$ cat src/rtl/sync_receiver_baud.sv
// rtl/sync_receiver_baud.sv - 16x oversampling serial receiver (8N1), idle-high line.
// Define UART_RX_MAJORITY_EN to take each bit as the 2-of-3 vote of ticks 7/8/9.
module sync_receiver_baud #(
   parameter int CLK_FREQ = 50000000,
   parameter int BAUD     = 9600
) (
   input  logic       CLK,
   input  logic       RST,
   input  logic       IN_ser,
   output logic [7:0] Data_out,
   output logic       Data_valid,
   output logic       Frame_err,
   output logic       Busy,
   output logic       CLK_Baud
);

   localparam int DIV = CLK_FREQ / (16 * BAUD);
   localparam int DW  = (DIV > 1) ? $clog2(DIV) : 1;
   localparam logic [DW-1:0] DIV_LAST = DW'(DIV - 1);
`ifdef UART_RX_MAJORITY_EN
   localparam logic [3:0] D_TICK = 4'd9;
`else
   localparam logic [3:0] D_TICK = 4'd7;
`endif

   typedef enum logic [2:0] {IDLE, START, DATA, STOP, WAIT_IDLE} state_t;

   state_t        state_q, state_d;
   logic          sync1_q, sync2_q;
   logic [DW-1:0] div_q, div_d;
   logic [3:0]    tick_q, tick_d;
   logic [2:0]    bit_q, bit_d;
   logic [7:0]    shift_q, shift_d;
   logic [7:0]    data_q, data_d;
   logic          valid_q, valid_d;
   logic          ferr_q, ferr_d;
   logic          rx_s, baud_tick, bit_val;

   assign rx_s = sync2_q;

`ifdef UART_RX_MAJORITY_EN
   logic s7_q, s7_d, s8_q, s8_d;

   always_comb begin
      s7_d = s7_q;
      s8_d = s8_q;
      if (baud_tick && tick_q == 4'd7) s7_d = rx_s;
      if (baud_tick && tick_q == 4'd8) s8_d = rx_s;
   end

   always_ff @(posedge CLK) begin
      if (RST) begin
         s7_q <= 1'b1;
         s8_q <= 1'b1;
      end else begin
         s7_q <= s7_d;
         s8_q <= s8_d;
      end
   end

   // Decision happens at tick 9, so the third vote is the live sample.
   assign bit_val = (s7_q & s8_q) | (s7_q & rx_s) | (s8_q & rx_s);
`else
   assign bit_val = rx_s;
`endif

   always_ff @(posedge CLK) begin
      if (RST) begin
         sync1_q <= 1'b1;
         sync2_q <= 1'b1;
         div_q   <= '0;
         state_q <= IDLE;
         tick_q  <= 4'd0;
         bit_q   <= 3'd0;
         shift_q <= 8'h00;
         data_q  <= 8'h00;
         valid_q <= 1'b0;
         ferr_q  <= 1'b0;
      end else begin
         sync1_q <= IN_ser;
         sync2_q <= sync1_q;
         div_q   <= div_d;
         state_q <= state_d;
         tick_q  <= tick_d;
         bit_q   <= bit_d;
         shift_q <= shift_d;
         data_q  <= data_d;
         valid_q <= valid_d;
         ferr_q  <= ferr_d;
      end
   end

   assign baud_tick = (div_q == DIV_LAST);

   always_comb begin
      div_d   = baud_tick ? '0 : div_q + DW'(1);
      state_d = state_q;
      tick_d  = tick_q;
      bit_d   = bit_q;
      shift_d = shift_q;
      data_d  = data_q;
      valid_d = 1'b0;
      ferr_d  = 1'b0;
      if (baud_tick) begin
         tick_d = tick_q + 4'd1;
         case (state_q)
            IDLE: begin
               tick_d = 4'd0;
               if (!rx_s) state_d = START;
            end
            START: begin
               if (tick_q == D_TICK && bit_val) begin
                  state_d = IDLE;
                  tick_d  = 4'd0;
               end else if (tick_q == 4'd15) begin
                  state_d = DATA;
                  bit_d   = 3'd0;
               end
            end
            DATA: begin
               if (tick_q == D_TICK) shift_d = {bit_val, shift_q[7:1]};
               if (tick_q == 4'd15) begin
                  if (bit_q == 3'd7) state_d = STOP;
                  else               bit_d   = bit_q + 3'd1;
               end
            end
            STOP: begin
               // Leave at the decision tick so a following start edge is not missed.
               if (tick_q == D_TICK) begin
                  tick_d = 4'd0;
                  if (bit_val) begin
                     data_d  = shift_q;
                     valid_d = 1'b1;
                     state_d = IDLE;
                  end else begin
                     ferr_d  = 1'b1;
                     state_d = WAIT_IDLE;
                  end
               end
            end
            WAIT_IDLE: begin
               tick_d = 4'd0;
               if (rx_s) state_d = IDLE;
            end
            default: begin
               state_d = IDLE;
               tick_d  = 4'd0;
            end
         endcase
      end
   end

   assign Data_out   = data_q;
   assign Data_valid = valid_q;
   assign Frame_err  = ferr_q;
   assign Busy       = (state_q != IDLE);
   assign CLK_Baud   = baud_tick;

endmodule

$ cat config.mk
export PLATFORM = sky130hd
export DESIGN_NAME = sync_receiver_baud
export DESIGN_NICKNAME = d
export VERILOG_FILES = /design/src/rtl/sync_receiver_baud.sv
export SDC_FILE = /design/constraint.sdc
export NUM_CORES = 1
export LEC_CHECK = 0
export CAP_MARGIN = 30
export CORE_MARGIN = 1
export CORE_UTILIZATION = 50
export CTS_CLUSTER_DIAMETER = 120
export CTS_CLUSTER_SIZE = 10
export DETAILED_ROUTE_END_ITERATION = 8
export PLACE_DENSITY = 0.73
export REMOVE_ABC_BUFFERS = 1
export SYNTH_ARGS = -nofsm -noshare
export SYNTH_HDL_FRONTEND = slang
export SYNTH_SLANG_ARGS = --single-unit
$ cat constraint.sdc
create_clock -name CLK -period 2 [get_ports CLK]
set_input_delay 0.4 -clock CLK [delete_from_list [all_inputs] [get_ports CLK]]
set_output_delay 0.4 -clock CLK [all_outputs]
set_load 0.03 [all_outputs]
==> summary.md <==
| Metric | Value |
|---|---|
| Pre-Repair DR Iteration Count | `4` |
| Final WL | `3470 um` |
| Routed length per instance | `13.4 um` |
| Distinct cell type count after synthesis | `39` |
| Root buf cell | `clkbuf_4` |
| Setup CP Type | `register to register` |
| CTS buffer count | `5` |
| Leakage | `approximately 0.81 nW` |
| N_diodes | `0` |
| IO Pins | `15` |
| Fin crit share | `103%` |
| Cell area power density | `630 mW/mm2` |
| Total Routing Usage GR | `21.1%` |
| Cells on worst reg2reg path | `6` |
| First-pass GRT wire length | `about 5700 um` |
| RSZ-0062 raised after global routing | `true` |
| Cell area after placement | `0.00201 mm2` |
| CP max stage delay | `0.47 ns` |
| RR Startpoint | `bit_q[0]` |
| Pre-CTS setup slack | `-0.127 ns` |
| Initial Utilization | `52.1%` |
| Fill cell count | `300` |
| Share of cells above drive strength 1 | `20.1%` |
| Tightest Pin Transition | `0.379 ns` |
| Final setup fails | `1` |
| Data required time of the critical path | `~2.3 ns` |
| Routed vias/inst | `5.33` |
| R2r setup slk | `-0.05 ns` |
| Slowest CP cell | `a2111o_1` |
| Area Overhead vs Synth | `24.6%` |
| CP endpoint | `bit_q[0]` |
| Number of synthesized flops with an enable pin | `0` |
| Number of global-route vias before repair | `1364` |
| Final Max Slew Viols | `0` |
| Peak supply drop | `0.808 mV` |
| Rel. slew slack | `74.3%` |
| Setup Skew | `0.00793 ns` |
| Peak Freq | `487 MHz` |
| Sequential-to-total area share from yosys stat | `44.9%` |
| Synth top cells by count | `dfxtp_1, nor2_1, mux2i_1, nand2_1` |
| Syn Std Cell Area | `between 0.0015 and 0.002 mm2` |
| Largest net degree at the start of global routing | `23` |
| Core ar. | `0.00334 mm2` |
| Worst-path fanout max | `4` |
| Hpwl dp | `2460 um` |
| RePlAce Congestion | `0.823` |
| Crit-path cells | `ha_4, ha_4, or3b_1, a2111o_1, or3_4, a21oi_2` |
| Post-DRT Antenna Nets | `0` |
| Most frequent cell after synthesis | `dfxtp_1` |
| Fin area | `0.00217 mm2` |
| WP data arrival | `roughly 2.3 ns` |
| Via Count | `between 1000 and 1500` |
| Synth Instances | `187` |
| Crit path from | `bit_q[0]` |
| IO buf count | `14` |
| Yosys warnings | `0` |
| DR iter-0 viols | `about 110` |
| Synth Flop Type | `dfxtp_1` |
| Final setup margin | `-0.0538 ns` |
| H-tree depth | `2` |
| Fraction of registers with async set/reset | `0%` |
| Fin. Hold Viols | `0` |
| Worst Hold Class | `register to register` |
| Fin crit period | `2.05 ns` |
| Clock-pin slew on the worst setup and hold paths | `0.12 ns` |
| Synth Area per Inst | `9.29 um2` |
| Post-layout nets | `around 220` |
| Worst skew pair latency | `roughly 0.34 ns` |
| Area leader, netlist | `dfxtp_1` |
| CTS tree | `done` |
| Die height | `61.0 um` |
| CP Launch Type | `register` |
| Max capacitance violation total | `0` |
| CP endpoint kind | `register` |
| Initial antenna violation count | `0` |
| Critical Path Most Common Cell | `ha_4` |
| Status | `finished, violations left` |
| Die Width | `between 60 and 70 um` |
| Failing checks | `setup timing` |
| Placement Rows | `21` |
| Filler-free cell count of the finished design | `260` |
| Placed cells | `250` |
| Clock buffer depth | `2` |
| TritonCTS Sinks | `39` |
| Synthesized flop and latch total | `39` |
| Final hold slack | `0.437 ns` |
| GRT Residual Overflow | `0` |
| Share of the synthesized area in the top cell type | `44.9%` |
| Drc violations | `0` |
| RR Endpoint | `bit_q[0]` |
| Die area | `about 0.0037 mm2` |
| Synth top area cells | `dfxtp_1, mux2i_1, nor2_1, ha_1, xor2_1` |
repair_timing:
| item | in CTS | in global routing |
|---|---|---|
| endpoints found under the hold margin | 0 | 0 |
| cloned | 0 | 1 |
| setup endpoints to repair | 11 | 16 |
| pin swaps | 5 | 7 |
| setup buffers | 0 | 1 |
| hold buffers | 0 | 0 |
| resized for setup | 11 | 8 |
where the power goes:
| part | leakage, nW | switching [mW] | total, mW | internal [mW] |
|---|---|---|---|---|
| logic | 0.449 | 0.0281 | 0.0482 | 0.0201 |
| registers | 0.317 | 0.00754 | 0.791 | 0.784 |
| clock network | 0.0452 | 0.261 | 0.524 | 0.263 |
| total | 0.811 | 0.297 | 1.36 | 1.07 |
logic make-up (layout without fill, tap and decap cells):
group	Yosys count	in the layout	share of synthesized area, %
adder cells (fa/ha/maj)	5	5	3.60
multiplexers	20	20	11.6
flip-flops	39	39	44.9
AO/OA/AOI/OAI	15	15	5.54
AND/OR/NAND/NOR	83	83	26.4
buffers and inverters	17	44	3.96
XOR/XNOR	8	8	4.03
metrics by stage:
| stage | utilization, % | setup TNS [ns] | total power, mW |
|---|---|---|---|
| floorplan | - | -7.32 | 0.829 |
| global placement | 60.1 | 0 | 0.851 |
| detailed placement | 60.1 | -0.191 | 0.854 |
| CTS | 63.8 | -0.0590 | 1.38 |
| global route | 64.9 | -0.234 | 1.42 |
| finish | 64.9 | -0.0538 | 1.36 |
how the worst min path moves through the flow:
stage | cells past startpoint | slack, ns | endpoint | from
after floorplan | 1 | 0.39 | bit_val | sync1_q
after global placement | 1 | 0.39 | bit_val | sync1_q
after detailed placement | 1 | 0.42 | bit_val | sync1_q
after CTS | 1 | 0.44 | bit_val | sync1_q
after global routing | 1 | 0.46 | bit_val | sync1_q
final | 1 | 0.44 | bit_val | sync1_q
flip-flops by register name, summed over array words and instances, names as in the netlist:
signal,flops
Data_out,8
Data_valid,1
Frame_err,1
bit_q,3
bit_val,1
div_q,9
shift_q,8
state_q,3
sync1_q,1
tick_q,4
area by class of cell:
type	count	area (um2)	share of cell area [%]
clock buffer	5	37.5	1.73
sequential	39	786	36.3
multi-input combinational	131	948	43.8
tap	46	57.6	2.66
clock inverter	3	43.8	2.02
timing repair buffer	29	267	12.3
inverter	7	26.3	1.21
critical path: cells and delay by family (launching register included):
kind                     cells  cell delay, ns
AO/OA/AOI/OAI                2            0.60
flip-flops                   1            0.36
adder cells (fa/ha/maj)      2            0.31
AND/OR/NAND/NOR              2            0.72
layer usage:
metal  global-route usage, %  vias to the layer above  part of all wire, %
met2                    37.0                       23                   50
met1                    24.4                      661                   44
li1                        -                      693                    -
met4                    8.12                        0                  2.5
met3                    5.97                        9                  3.2
met5                       0                        -                    0
cell usage in the layout (no fill, tap or decap), types with 5 or more instances in the layout:
cell type / n
nand2_1: 8
clkdlybuf4s50_1: 12
or2_2: 5
nand3_1: 5
nor2_1: 29
clkbuf_4: 5
dfxtp_1: 35
mux2i_1: 19
inv_1: 7
buf_4: 12
nand2b_1: 6
xor2_1: 7
Power figures use the tool's default switching activity.
